## src/rtl/dnnweaver_pkg.sv

```systemverilog
// Shared dnnweaver definitions: read-info FSM state encoding,
// the d_type code that selects the stream path, and a log2 helper.
package dnnweaver_pkg;

    typedef enum logic [1:0] {
        ST_IDLE = 2'd0,
        ST_LOAD = 2'd1,
        ST_XFER = 2'd2
    } rd_state_e;

    // d_type value routed to the stream destination; all others go to buffer
    localparam int unsigned D_TYPE_STREAM = 0;

    // ceil(log2(n)); returns 0 for n <= 1
    function automatic int C_LOG_2(input int n);
        int r;
        r = 0;
        while ((1 << r) < n) r++;
        return r;
    endfunction

endpackage

```

## src/rtl/read_info_mpu_fifo.sv

```systemverilog
// Request FIFO: first-word-fall-through, power-of-2 depth, with occupancy.
// Ports: clk/reset, push/din, pop/dout, empty, full, count.
module fifo
    import dnnweaver_pkg::*;
#(
    parameter int WIDTH = 8,
    parameter int DEPTH = 8,
    parameter int CNT_W = C_LOG_2(DEPTH) + 1
) (
    input  logic             clk,
    input  logic             reset,
    input  logic             push,
    input  logic [WIDTH-1:0] din,
    input  logic             pop,
    output logic [WIDTH-1:0] dout,
    output logic             empty,
    output logic             full,
    output logic [CNT_W-1:0] count
);

    localparam int AW = C_LOG_2(DEPTH);

    logic [WIDTH-1:0] r_mem [DEPTH];
    logic [AW-1:0]    r_wr_ptr;
    logic [AW-1:0]    r_rd_ptr;
    logic [CNT_W-1:0] r_count;
    logic             w_push;
    logic             w_pop;

    assign empty  = (r_count == '0);
    assign full   = (r_count == CNT_W'(DEPTH));
    assign count  = r_count;
    assign dout   = r_mem[r_rd_ptr];
    assign w_push = push & ~full;
    assign w_pop  = pop & ~empty;

    always_ff @(posedge clk) begin
        if (w_push) r_mem[r_wr_ptr] <= din;
    end

    always_ff @(posedge clk) begin
        if (reset) begin
            r_wr_ptr <= '0;
            r_rd_ptr <= '0;
            r_count  <= '0;
        end else begin
            if (w_push) r_wr_ptr <= r_wr_ptr + 1'b1;
            if (w_pop)  r_rd_ptr <= r_rd_ptr + 1'b1;
            unique case ({w_push, w_pop})
                2'b10:   r_count <= r_count + 1'b1;
                2'b01:   r_count <= r_count - 1'b1;
                default: r_count <= r_count;
            endcase
        end
    end

endmodule

```

## src/rtl/read_info_mpu.sv

```systemverilog
// Read-info MPU: queues read requests (size, PU, d_type) and steers each
// returned inbuf beat to the stream or buffer push of the requesting PU.
// Ports: clk/reset; rd_req + size/pu_id/d_type in, read_info_full out;
// inbuf_empty in, inbuf_pop out; per-PU stream/buffer full in and push out;
// pu_id/d_type tag of pushed beat; outstanding queue depth; sticky rd_req_err.
module read_info_mpu
    import dnnweaver_pkg::*;
#(
    parameter int NUM_PU        = 4,
    parameter int D_TYPE_W      = 2,
    parameter int RD_SIZE_W     = 20,
    parameter int RD_INFO_DEPTH = 8,
    parameter int PU_ID_W       = C_LOG_2(NUM_PU) + 1,
    parameter int CNT_W         = C_LOG_2(RD_INFO_DEPTH) + 1
) (
    input  logic                 clk,
    input  logic                 reset,
    input  logic                 rd_req,
    input  logic [RD_SIZE_W-1:0] rd_req_size,
    input  logic [PU_ID_W-1:0]   rd_req_pu_id,
    input  logic [D_TYPE_W-1:0]  rd_req_d_type,
    output logic                 read_info_full,
    input  logic                 inbuf_empty,
    output logic                 inbuf_pop,
    input  logic [NUM_PU-1:0]    stream_full,
    input  logic [NUM_PU-1:0]    buffer_full,
    output logic [NUM_PU-1:0]    stream_push,
    output logic [NUM_PU-1:0]    buffer_push,
    output logic [PU_ID_W-1:0]   pu_id,
    output logic [D_TYPE_W-1:0]  d_type,
    output logic [CNT_W-1:0]     outstanding,
    output logic                 rd_req_err
);

    localparam int INFO_W = RD_SIZE_W + PU_ID_W + D_TYPE_W;

    rd_state_e r_state;
    rd_state_e w_state_nxt;

    logic [RD_SIZE_W-1:0] r_size;
    logic [RD_SIZE_W-1:0] r_cnt;
    logic [PU_ID_W-1:0]   r_act_pu;
    logic [D_TYPE_W-1:0]  r_act_dt;
    logic [PU_ID_W-1:0]   r_pu_id;
    logic [D_TYPE_W-1:0]  r_d_type;
    logic [NUM_PU-1:0]    r_stream_push;
    logic [NUM_PU-1:0]    r_buffer_push;
    logic                 r_err;

    logic              w_fifo_push;
    logic              w_fifo_pop;
    logic              w_fifo_empty;
    logic              w_fifo_full;
    logic [INFO_W-1:0] w_fifo_din;
    logic [INFO_W-1:0] w_fifo_dout;
    logic [CNT_W-1:0]  w_fifo_count;

    logic              w_size_ok;
    logic              w_pu_ok;
    logic              w_req_err;
    logic              w_is_stream;
    logic [NUM_PU-1:0] w_pu_onehot;
    logic [NUM_PU-1:0] w_sel_full;
    logic              w_dest_full;
    logic              w_pop;
    logic              w_last;

    // Request acceptance; zero-size requests vanish without flagging
    assign w_size_ok   = (rd_req_size != '0);
    assign w_pu_ok     = (rd_req_pu_id < PU_ID_W'(NUM_PU));
    assign w_fifo_push = rd_req & w_size_ok & w_pu_ok & ~w_fifo_full;
    assign w_req_err   = rd_req & w_size_ok & (~w_pu_ok | w_fifo_full);
    assign w_fifo_din  = {rd_req_size, rd_req_pu_id, rd_req_d_type};

    fifo #(
        .WIDTH (INFO_W),
        .DEPTH (RD_INFO_DEPTH),
        .CNT_W (CNT_W)
    ) u_fifo (
        .clk   (clk),
        .reset (reset),
        .push  (w_fifo_push),
        .din   (w_fifo_din),
        .pop   (w_fifo_pop),
        .dout  (w_fifo_dout),
        .empty (w_fifo_empty),
        .full  (w_fifo_full),
        .count (w_fifo_count)
    );

    always_comb begin
        w_pu_onehot = '0;
        for (int i = 0; i < NUM_PU; i++) begin
            w_pu_onehot[i] = (r_act_pu == PU_ID_W'(i));
        end
    end

    assign w_is_stream = (r_act_dt == D_TYPE_W'(D_TYPE_STREAM));
    assign w_sel_full  = w_is_stream ? stream_full : buffer_full;
    assign w_dest_full = |(w_sel_full & w_pu_onehot);
    assign w_last      = (r_cnt == r_size - 1'b1);

    // Gated by reset so no beat is consumed while the block is being cleared
    assign w_pop = (r_state == ST_XFER) & ~reset
                 & ~inbuf_empty & ~w_dest_full;

    always_ff @(posedge clk) begin
        if (reset) r_state <= ST_IDLE;
        else       r_state <= w_state_nxt;
    end

    always_comb begin
        w_state_nxt = r_state;
        w_fifo_pop  = 1'b0;
        unique case (r_state)
            ST_IDLE: begin
                if (!w_fifo_empty) w_state_nxt = ST_LOAD;
            end
            ST_LOAD: begin
                w_fifo_pop  = 1'b1;
                w_state_nxt = ST_XFER;
            end
            ST_XFER: begin
                if (w_pop && w_last)
                    w_state_nxt = w_fifo_empty ? ST_IDLE : ST_LOAD;
            end
            default: w_state_nxt = ST_IDLE;
        endcase
    end

    always_ff @(posedge clk) begin
        if (reset) begin
            r_size        <= '0;
            r_cnt         <= '0;
            r_act_pu      <= '0;
            r_act_dt      <= '0;
            r_pu_id       <= '0;
            r_d_type      <= '0;
            r_stream_push <= '0;
            r_buffer_push <= '0;
            r_err         <= 1'b0;
        end else begin
            if (w_fifo_pop) begin
                {r_size, r_act_pu, r_act_dt} <= w_fifo_dout;
                r_cnt <= '0;
            end else if (w_pop) begin
                r_cnt <= r_cnt + 1'b1;
            end
            r_stream_push <= (w_pop && w_is_stream) ? w_pu_onehot : '0;
            r_buffer_push <= (w_pop && !w_is_stream) ? w_pu_onehot : '0;
            if (w_pop) begin
                r_pu_id  <= r_act_pu;
                r_d_type <= r_act_dt;
            end
            if (w_req_err) r_err <= 1'b1;
        end
    end

    assign read_info_full = w_fifo_full;
    assign inbuf_pop      = w_pop;
    assign stream_push    = r_stream_push;
    assign buffer_push    = r_buffer_push;
    assign pu_id          = r_pu_id;
    assign d_type         = r_d_type;
    assign outstanding    = w_fifo_count;
    assign rd_req_err     = r_err;

endmodule

```

## config.mk

```make
export PLATFORM = sky130hd
export DESIGN_NAME = read_info_mpu
export DESIGN_NICKNAME = d
export VERILOG_FILES = /design/src/rtl/dnnweaver_pkg.sv /design/src/rtl/read_info_mpu_fifo.sv /design/src/rtl/read_info_mpu.sv
export SDC_FILE = /design/constraint.sdc
export NUM_CORES = 1
export LEC_CHECK = 0
export ABC_CLOCK_PERIOD_IN_PS = 4100
export BUFFER_PORTS_ARGS = -buffer_cell sky130_fd_sc_hd__buf_2
export CAP_MARGIN = 25
export CORE_MARGIN = 1
export CORE_UTILIZATION = 55
export CTS_BUF_LIST = sky130_fd_sc_hd__clkbuf_16
export DETAILED_ROUTE_END_ITERATION = 10
export PLACE_DENSITY = 0.85
export SLEW_MARGIN = 40
export SYNTH_ARGS = -nofsm -noshare
export SYNTH_HDL_FRONTEND = slang
export SYNTH_HIERARCHICAL = 1
export SYNTH_SLANG_ARGS = --single-unit
```

## constraint.sdc

```tcl
create_clock -name clk -period 4.1 [get_ports clk]
set_input_delay 0.41 -clock clk [delete_from_list [all_inputs] [get_ports clk]]
set_output_delay 0.41 -clock clk [all_outputs]
set_load 0.01 [all_outputs]
```

==> run_results.csv, run 1 <==
group,metric,value,unit
timing,worstMarginPinSlew,733.1,ps
floorplanning,chipHeight,145.3,um
synthesis,synth_fa_ha_area_share,0.7759,%
place,pre_cts_ws,727.3,ps
pwr,share_seq_of_total_power,51.0,%
synthesis,synth_edf_count,200,
floorplanning,num_rows,52,
clock_tree,cts_buffers,28,
timing,skew,11.68,ps
detailed_routing,wl,22140,um
clock_tree,post_cts_resized,0,
clock_tree,htree_levels,1,
place,dpl.hpwl,13530,um
pwr,switchingPower,1364,uW
clock_tree,clk_path_buf_depth,3,
timing,finalSetupViolations,0,
setup_path,critical_path_required,3690,ps
clock_tree,post_cts_buffers,0,
pwr,p_sw_share,22.68,%
synthesis,synthDistinctLibCells,51,
place,routabilityCongestion,0.8669,
final_layout,area_growth,13.49,%
detailed_routing,ant_nets,0,
global_routing,grt_pass1_vias,6415,
detailed_routing,num_vias,6458,
final_layout,final_nets,857,
setup_path,crit_path_max_fanout,11,
detailed_routing,drtIter0Drc,431,
synthesis,synth_top_family_by_area,"multiplexers",
timing,slew_viol_final,0,
pwr,p_clk_share,40.8,%
setup_path,rr_endpoint,"r_cnt[15]",
timing,finalCritPeriodShare,85.03,%
clock_tree,clock_sinks,274,
clock_tree,clk_pin_slew_worst_paths,60,ps
final_layout,antenna_cells,0,
pwr,combPwrFrac,8.2,%
setup_path,crit_path_max_incr_delay,640,ps
timing,fin_crit,3486,ps
timing,fin_ws,613.6,ps
final_layout,layout-drive-gt1-share,25.75,%
outcome,status,"finished clean",
synthesis,seq_area_frac_synth,66.33,%
synthesis,synth_area_per_cell,15.09,um2
final_layout,utilization,63.52,%
synthesis,synth_nets,792,
job,cap_violations,0,
setup_path,reg2reg_depth,6,
worst_hold_path,hp-class,"input port to flip-flop",
timing,hold_violations,0,
global_routing,grt_max_degree,47,
synthesis,synth-xor-area-share,3.946,%
global_routing,antenna_found_initial,0,
pwr,p_per_area,469.4,nW/um2
synthesis,synthSimpleGateAreaFrac,9.909,%
worst_hold_path,holdPathEnd,"u_fifo/r_mem[3][1]",
global_routing,track_usage,21.39,%
floorplanning,fp.dieW,145.3,um
synthesis,netlist_instances,748,
detailed_routing,dr.pass1.iters,4,
pwr,p_leak,0.004283,uW
timing,fmax,0.2868,GHz
timing,tns,0,ps
global_routing,grt_pass1_wl,34940,um
synthesis,syn_area,11290,um2
timing,rsz0062_at_grt,"false",
setup_path,critPathCaptureType,"output pin",
place,port_buffers,56,
setup_path,worst_setup_path_start_kind,"flip-flop",
final_layout,fillCellCount,1444,
detailed_routing,wl_per_cell,20.04,um
floorplanning,start_util,55.97,%
timing,hold-worst-slack,141.8,ps
floorplanning,ios,57,
clock_tree,ctsHoldBuffers,0,
timing,slew_headroom,51.12,%
pwr,intPower,4649,uW
pwr,finalPower,6013,uW
worst_hold_path,hold_start,"rd_req_d_type[1]",
floorplanning,dieArea,21100,um2
synthesis,synthMuxAreaShare,13.86,%
synthesis,yosys_most_used_dff,"edfxtp_1",
clock_tree,clk_latency,540,ps
setup_path,ff2ff_setup_slack,1070,ps
synthesis,ys_ff_latch,274,
pwr,vdd_ir_drop_max,0.3754,mV
clock_tree,clockRootBuffer,"clkbuf_16",
clock_tree,cts_tree,"yes",
detailed_routing,avgViaCountPerCell,5.844,
synthesis,yosys_warnings,6,
synthesis,synth_compound_area_share,3.092,%
setup_path,critPathSlowestCell,"mux4_2",
worst_hold_path,hold_depth,1,
detailed_routing,drc_errors,0,
global_routing,overflow,0,
synthesis,async_flop_share,0,%
setup_path,worst-setup-path-type,"flip-flop to output pin",
setup_path,path_cells,"nor2_1, mux4_2, a221oi_4, buf_4, buf_2",
setup_path,r2r_start,"r_act_dt[1]",
floorplanning,core_area,20170,um2
setup_path,cp_data_arrival_time,3080,ps
==> logic make-up after synthesis <==
family	Yosys count
buffers and inverters	46
multiplexers	88
adder cells (fa/ha/maj)	7
AO/OA/AOI/OAI	59
XOR/XNOR	50
AND/OR/NAND/NOR	224
flip-flops	274
==> worst max-delay path: cells and delay by family (launching register included) <==
kind	cells	cell delay [ps]
flip-flops	1	340
AND/OR/NAND/NOR	1	490
multiplexers	1	640
buffers and inverters	2	460
AO/OA/AOI/OAI	1	610
==> worst max-delay path by stage <==
| stage | start | endpoint | slack [ps] |
|---|---|---|---|
| floorplan | u_fifo/count[0] | u_fifo/r_mem[4][0] | 100 |
| global placement | rd_req_size[10] | u_fifo/count[2] | 750 |
| detailed placement | rd_req_size[10] | u_fifo/count[2] | 730 |
| CTS | r_act_dt[1] | inbuf_pop | 590 |
| global route | r_act_dt[1] | inbuf_pop | 430 |
| finish | r_act_dt[1] | inbuf_pop | 610 |
==> cell usage after synthesis, types with 2 or more instances <==
library cell,instances,area [um2]
a21oi_1,35,175.2
a31oi_1,2,12.51
and3_1,6,37.54
and3b_1,2,17.52
buf_1,2,7.510
buf_2,9,45.04
buf_6,7,78.83
clkbuf_1,19,71.32
dfxtp_1,74,1481
edfxtp_1,200,6006
ha_1,7,87.58
inv_1,8,30.03
mux2_2,26,292.8
mux2i_1,10,100.1
mux4_2,52,1171
nand2_1,73,274.0
nand2b_1,7,43.79
nand3_1,11,55.05
nand3_2,2,20.02
nand4_1,9,56.30
nor2_1,53,198.9
nor2b_1,2,12.51
nor3_1,20,100.1
nor3b_1,3,22.52
nor4_1,14,87.58
o21ai_0,13,65.06
or3_1,9,56.30
or4b_2,3,30.03
xnor2_1,24,210.2
xor2_1,25,219.0
==> final cells by class <==
class,count,area (um2),area share [%]
Clock buffer,29,725.7,5.665
Tap cell,270,337.8,2.637
Sequential cell,274,7495,58.50
Inverter,9,33.78,0.2637
Multi-Input combinational cell,428,3612,28.20
Clock inverter,23,181.4,1.416
Timing Repair Buffer,72,425.4,3.321
==> routing by layer <==
metal | track usage [%] | share of wire [%]
met1 | 28.63 | 42
met2 | 35.96 | 49
met3 | 3.805 | 6.6
met4 | 6.368 | 2.5
met5 | 0 | 0
==> power by group through the flow <==
stage	registers [uW]	clock network [uW]	logic (uW)
after global routing	3070	2620	538
after CTS	3070	2500	496
after detailed placement	3120	0	492
after floorplan	3110	0	367
after global placement	3130	0	463
final	3070	2450	494
==> stage by stage <==
step,cells,area (um2)
2_1_floorplan,748,11290
3_3_place_gp,1051,11860
6_report,1105,12810
5_1_grt,1105,12810
4_1_cts,1105,12810
3_5_place_dp,1053,11900
==> layout by cell type, fill, tap and decap left out, types with 14 or more instances in the layout <==
cell / netlist / layout
a21oi_1: 35 / 35
nor2_1: 53 / 50
clkbuf_16: 0 / 29
dfxtp_1: 74 / 72
mux2_2: 26 / 26
edfxtp_1: 200 / 200
xnor2_1: 24 / 24
nor3_1: 20 / 15
nand2_1: 73 / 73
buf_4: 0 / 14
inv_1: 8 / 14
xor2_1: 25 / 25
buf_2: 9 / 56
mux4_2: 52 / 52
==> state kept, by name (all words and copies together) (netlist names), named ones only <==
register / cells
d_type: 2
u_fifo/r_wr_ptr: 3
u_fifo/r_rd_ptr: 3
u_fifo/r_mem: 200
r_act_pu: 3
r_act_dt: 2
pu_id: 3
r_state: 2
buffer_push: 4
rd_req_err: 1
u_fifo/count: 4
stream_push: 4
r_cnt: 20
r_size: 20
Power figures use the tool's default switching activity.
==> run 2: changes to the inputs <==
Settings changed: CORE_ASPECT_RATIO from default to 1.5.
==> run 2 against run 1 <==
Against the previous run: setup slack better by 100 ps; non-clock buffer count up 1; clock skew about the same; sequential power about the same; routed wire length up 0.45%; critical path depth unchanged; largest power group unchanged; highest routed layer unchanged.
==> run_results.csv, run 2 (synthesized netlist as in run 1, its figures left out) <==
group,metric,value,unit
place,dpl.hpwl,13830,um
pwr,p_leak,0.004251,uW
timing,slew_viol_final,0,
setup_path,reg2reg_depth,9,
global_routing,grt_pass1_wl,35200,um
clock_tree,cts_tree,"yes",
detailed_routing,drtIter0Drc,519,
setup_path,crit_path_max_incr_delay,640,ps
final_layout,layout-drive-gt1-share,25.93,%
timing,fin_crit,3383,ps
detailed_routing,wl,22240,um
setup_path,r2r_start,"r_size[0]",
detailed_routing,drc_errors,0,
worst_hold_path,holdPathEnd,"u_fifo/r_mem[1][3]",
clock_tree,ctsHoldBuffers,0,
final_layout,area_growth,12.76,%
timing,slew_headroom,48.01,%
floorplanning,core_area,19940,um2
clock_tree,post_cts_resized,0,
floorplanning,start_util,56.60,%
final_layout,final_common_cell,"edfxtp_1",
timing,hold_violations,0,
setup_path,critical_path_required,3690,ps
timing,tns,0,ps
final_layout,top_register,"u_fifo/r_mem",
clock_tree,clockRootBuffer,"clkbuf_16",
global_routing,track_usage,21.84,%
setup_path,ff2ff_setup_slack,1170,ps
clock_tree,post_cts_buffers,0,
place,routabilityCongestion,0.8316,
final_layout,top_regs,"u_fifo/r_mem: 200 flops, r_cnt: 20 flops, r_size: 20 flops",
job,cap_violations,0,
final_layout,antenna_cells,0,
clock_tree,clock_sinks,274,
clock_tree,clk_path_buf_depth,3,
floorplanning,dieArea,21110,um2
final_layout,largest_register_ff_count,200,
setup_path,path_cells,"nor2_1, mux4_2, a221oi_4, buf_4, buf_2",
timing,rsz0062_at_grt,"false",
timing,finalCritPeriodShare,82.52,%
setup_path,critPathCaptureType,"output pin",
detailed_routing,num_vias,6455,
setup_path,worst_setup_path_start_kind,"flip-flop",
worst_hold_path,hold_depth,1,
global_routing,grt_max_degree,47,
pwr,vdd_ir_drop_max,0.4012,mV
setup_path,rr_endpoint,"r_state[1]",
final_layout,fillCellCount,1383,
global_routing,overflow,0,
place,port_buffers,56,
detailed_routing,wl_per_cell,20.42,um
setup_path,worst-setup-path-type,"flip-flop to output pin",
final_layout,multi_input_area,3612,um2
worst_hold_path,hp-class,"input port to flip-flop",
place,dp.cells,1044,
global_routing,grt_pass1_vias,6634,
worst_hold_path,hold_start,"rd_req_pu_id[1]",
floorplanning,chipHeight,177.5,um
pwr,p_per_area,463.8,nW/um2
timing,finalSetupViolations,0,
clock_tree,clk_pin_slew_worst_paths,70,ps
final_layout,final_nets,855,
detailed_routing,ant_nets,0,
clock_tree,cts_buffers,25,
timing,worstMarginPinSlew,779.8,ps
clock_tree,clk_latency,520,ps
floorplanning,fp.dieW,119.0,um
timing,hold-worst-slack,163.6,ps
outcome,status,"finished clean",
final_layout,layout_common_cells,"200 x edfxtp_1, 73 x nand2_1, 72 x dfxtp_1, 56 x buf_2, 52 x mux4_2",
timing,skew,11.36,ps
global_routing,antenna_found_initial,0,
setup_path,crit_path_max_fanout,11,
detailed_routing,dr.pass1.iters,4,
floorplanning,num_rows,63,
final_layout,final-seq-area,7492,um2
setup_path,cp_data_arrival_time,2970,ps
floorplanning,ios,57,
final_layout,utilization,63.82,%
detailed_routing,avgViaCountPerCell,5.927,
final_layout,stdcell_count,1089,
clock_tree,htree_levels,1,
timing,fmax,0.2956,GHz
setup_path,critPathSlowestCell,"mux4_2",
-- run 2: stage by stage --
step | area (um2) | power, uW | setup WS, ps
2_1_floorplan | 11290 | 3475 | 104.6
3_3_place_gp | 11850 | 3600 | 827.5
3_5_place_dp | 11890 | 3622 | 764.9
4_1_cts | 12720 | 5948 | 655.0
5_1_grt | 12730 | 6114 | 525.5
6_report | 12730 | 5903 | 716.7
-- run 2: power by group --
| group | switching (uW) | internal, uW |
|---|---|---|
| Clock | 972 | 1370 |
| Combinational | 278 | 220 |
| Sequential | 47.2 | 3020 |
| Total | 1300 | 4610 |
-- run 2: final cells by class --
type                       count  share of cell area [%]
inverter                       9                  0.2654
tap                          260                   2.556
sequential                   274                   58.86
clock inverter                20                   1.622
multi-input combinational    428                   28.38
clock buffer                  25                   4.915
timing repair buffer          73                   3.401
-- run 2: metal layers --
layer | global-route usage, % | share of wire, % | up-vias
li1 | - | - | 2957
met1 | 25.24 | 38 | 3228
met2 | 40.35 | 54 | 209
met3 | 2.796 | 5.2 | 61
met4 | 9.757 | 3.5 | 0
met5 | 0 | 0 | -
-- run 2: worst max-delay path by stage --
stage                          startpoint                  to  slack (ps)  depth (start not counted)
after floorplan           u_fifo/count[0]  u_fifo/r_mem[4][0]         100                          6
after global placement    rd_req_size[10]     u_fifo/count[2]         830                         13
after detailed placement  rd_req_size[10]     u_fifo/count[2]         760                         13
after CTS                     r_act_dt[0]           inbuf_pop         650                          5
after global routing          r_act_dt[1]           inbuf_pop         530                          5
final                         r_act_dt[0]           inbuf_pop         720                          5
-- run 2: critical path, delay by kind of cell (launching register included) --
family	cells	cell delay (ps)
buf+inv	2	460
mux	1	640
compound gates	1	520
flops	1	340
simple gates	1	480
==> run 3: changes to the inputs <==
Settings changed: ABC_AREA from default to 1, ABC_CLOCK_PERIOD_IN_PS 4100 to 3100, PLACE_DENSITY 0.85 to 0.84.
Clock period 4.1 ns to 3.1 ns, I/O delays scaled along.
==> run 3 against run 2 <==
Against the previous run: combinational power rose to 4.8 times the previous value; die area rose by 5.1%; critical path depth rose by 4; sequential share of layout area fell by 2.0 points; utilization fell by 1.2 points; via count rose by 36%; routed wire length rose by 22%; clock power rose by 32%; non-clock buffer count rose by 1; critical endpoint is now u_fifo/r_mem[1][15].
==> run_results.csv, run 3 <==
group,metric,value,unit
pwr,finalPower,9849,uW
synthesis,synth_top_area_share,50.59,%
synthesis,async_flop_share,0,%
worst_hold_path,hp-class,"input port to flip-flop",
floorplanning,ios,57,
global_routing,grt_max_degree,93,
clock_tree,cts_buffers,24,
synthesis,yosysTopAreaCell,"edfxtp_1",
floorplanning,dieArea,22190,um2
global_routing,grt_pass1_vias,8546,
outcome,status,"finished clean",
setup_path,critPathCaptureType,"flip-flop",
clock_tree,htree_levels,1,
pwr,p_leak,0.004959,uW
setup_path,cp_data_arrival_time,2720,ps
setup_path,rr_endpoint,"u_fifo/r_mem[1][15]",
clock_tree,clock_sinks,274,
place,dpl.hpwl,16670,um
clock_tree,clockRootBuffer,"clkbuf_16",
clock_tree,clk_latency,530,ps
global_routing,antenna_found_initial,0,
detailed_routing,wl_per_cell,17.74,um
detailed_routing,drc_errors,0,
timing,skew,10.19,ps
setup_path,worst_setup_path_start_kind,"flip-flop",
final_layout,antenna_cells,0,
pwr,vdd_ir_drop_max,0.5140,mV
timing,fmax,0.3955,GHz
worst_hold_path,hold_start,"rd_req_size[10]",
detailed_routing,wl,27070,um
clock_tree,ctsHoldBuffers,0,
setup_path,r2r_start,"u_fifo/count[1]",
synthesis,ys_top_cells_by_area,"edfxtp_1 51%, dfxtp_1 12%, nand2_1 7.1%, nor2_1 6.3%, o21ai_0 4.7%",
pwr,p_sw_share,31.50,%
setup_path,ff2ff_setup_slack,570,ps
synthesis,synth_edf_count,200,
floorplanning,start_util,56.36,%
timing,worstMarginPinSlew,723.5,ps
clock_tree,cts_tree,"yes",
detailed_routing,num_vias,8795,
place,port_buffers,56,
job,cap_violations,0,
synthesis,netlist_instances,1188,
timing,rsz0062_at_grt,"false",
synthesis,yosys_warnings,6,
synthesis,yosysMostFrequentCell,"nand2_1",
setup_path,worst-setup-path-type,"flip-flop to flip-flop",
synthesis,synth_nets,1232,
clock_tree,post_cts_resized,0,
final_layout,area_growth,11.09,%
global_routing,grt_pass1_wl,42610,um
clock_tree,clk_path_buf_depth,3,
clock_tree,clk_pin_slew_worst_paths,70,ps
final_layout,top_regs,"u_fifo/r_mem: 200 flops, r_cnt: 20 flops, r_size: 20 flops",
timing,slew_headroom,51.71,%
setup_path,reg2reg_depth,9,
pwr,switchingPower,3102,uW
pwr,p_per_area,746.8,nW/um2
synthesis,synthDistinctLibCells,40,
pwr,share_seq_of_total_power,44.4,%
final_layout,top_register,"u_fifo/r_mem",
final_layout,largest_register_ff_count,200,
final_layout,layout_common_cells,"223 x nand2_1, 200 x edfxtp_1, 191 x nor2_1, 112 x o21ai_0, 80 x inv_1",
detailed_routing,avgViaCountPerCell,5.763,
setup_path,critical_path_required,3290,ps
worst_hold_path,holdPathEnd,"u_fifo/r_mem[2][15]",
timing,slew_viol_final,0,
place,routabilityCongestion,0.9002,
clock_tree,post_cts_buffers,0,
synthesis,ys_ff_latch,274,
timing,finalSetupViolations,0,
setup_path,crit_path_max_fanout,19,
floorplanning,fp.dieW,122.0,um
timing,hold_violations,0,
detailed_routing,dr.pass1.iters,5,
synthesis,yosys_most_used_dff,"edfxtp_1",
final_layout,final_common_cell,"nand2_1",
pwr,p_clk_share,31.5,%
floorplanning,chipHeight,181.9,um
timing,fin_crit,2528,ps
final_layout,layout-drive-gt1-share,11.45,%
final_layout,final_nets,1284,
synthesis,seq_area_frac_synth,63.07,%
synthesis,synth_top_cells_by_count,"223 x nand2_1, 200 x edfxtp_1, 199 x nor2_1",
timing,tns,0,ps
timing,finalCritPeriodShare,81.56,%
synthesis,syn_area,11870,um2
detailed_routing,ant_nets,0,
pwr,combPwrFrac,24.1,%
pwr,intPower,6747,uW
floorplanning,num_rows,65,
worst_hold_path,hold_depth,1,
synthesis,synth_area_per_cell,9.993,um2
floorplanning,core_area,21060,um2
global_routing,overflow,0,
detailed_routing,drtIter0Drc,737,
global_routing,track_usage,24.92,%
==> run 3: cell types whose count changed after synthesis, moves of 18 or more <==
cell	before	now
inv_1	8	78
mux2_2	26	0
mux4_2	52	0
nand2_1	73	223
nand3_1	11	33
nor2_1	53	199
o21ai_0	13	112
o21ai_1	0	42
o22ai_1	1	25
xnor2_1	24	6
==> run 3: worst max-delay path: stages, from the launching register on <==
cell	delay, ps
dfxtp_1	440
nor2_2	90
nand3_2	90
inv_1	70
nor3_1	310
nand2_2	180
nor2_1	120
inv_1	110
nor2_2	360
buf_4	410
==> run 3: power by group through the flow <==
| stage | clock (uW) | combinational [uW] | sequential [uW] |
|---|---|---|---|
| global route | 3280 | 2690 | 4400 |
| detailed placement | 0 | 2300 | 4450 |
| CTS | 3140 | 2330 | 4370 |
| global placement | 0 | 2230 | 4430 |
| finish | 3100 | 2370 | 4370 |
| floorplan | 0 | 1820 | 4380 |
==> run 3: kinds of logic (layout without fill, tap and decap cells) <==
| logic type | count (synthesis) | after routing | synth area share [%] |
|---|---|---|---|
| buffers and inverters | 132 | 202 | 5.280 |
| and+or+nand+nor | 507 | 507 | 17.76 |
| AOI/OAI and AO/OA | 228 | 228 | 9.939 |
| muxes | 25 | 25 | 2.108 |
| xor gates and xnor gates | 15 | 15 | 1.107 |
| adders and majority gates | 7 | 7 | 0.7377 |
| DFF | 274 | 274 | 63.07 |
==> run 3: worst max-delay path by stage <==
| stage | from | endpoint |
|---|---|---|
| 2_1_floorplan | u_fifo/count[1] | u_fifo/r_mem[1][0] |
| 3_5_place_dp | rd_req_size[8] | u_fifo/count[2] |
| 4_1_cts | r_act_pu[0] | inbuf_pop |
| 6_report | u_fifo/count[1] | u_fifo/r_mem[1][15] |
| 5_1_grt | u_fifo/count[1] | u_fifo/r_mem[1][3] |
| 3_3_place_gp | rd_req_size[8] | u_fifo/count[2] |
==> run 3: layout make-up <==
type                            instances  area (um2)
Multi-Input combinational cell        782        3777
Sequential cell                       274        7492
Inverter                               84       316.6
Timing Repair Buffer                   74       440.4
Fill cell                            1551        7876
Clock buffer                           25       625.6
Tap cell                              268       335.3
Clock inverter                         19       200.2
==> run 3: layer usage <==
metal  up-vias  GRT usage, %  wire (um)
li1       4158             -          -
met1      4173         27.90       9945
met2       365         44.88      14000
met3        99         3.800       1935
met4         0         12.94       1186
met5         -             0          0
==> run 3: stage by stage <==
stage                     worst slack [ps]  instances  hold slack, ps  instance area (um2)  util [%]
final                                571.5       1526           64.25                13190     62.61
after global routing                 320.6       1526           52.90                13190     62.61
after CTS                            592.1       1525           48.20                13170     62.51
after detailed placement             317.7       1481           474.9                12340     58.59
after global placement               379.6       1481           464.4                12340     58.59
after floorplan                      361.6       1188           379.1                11870         -
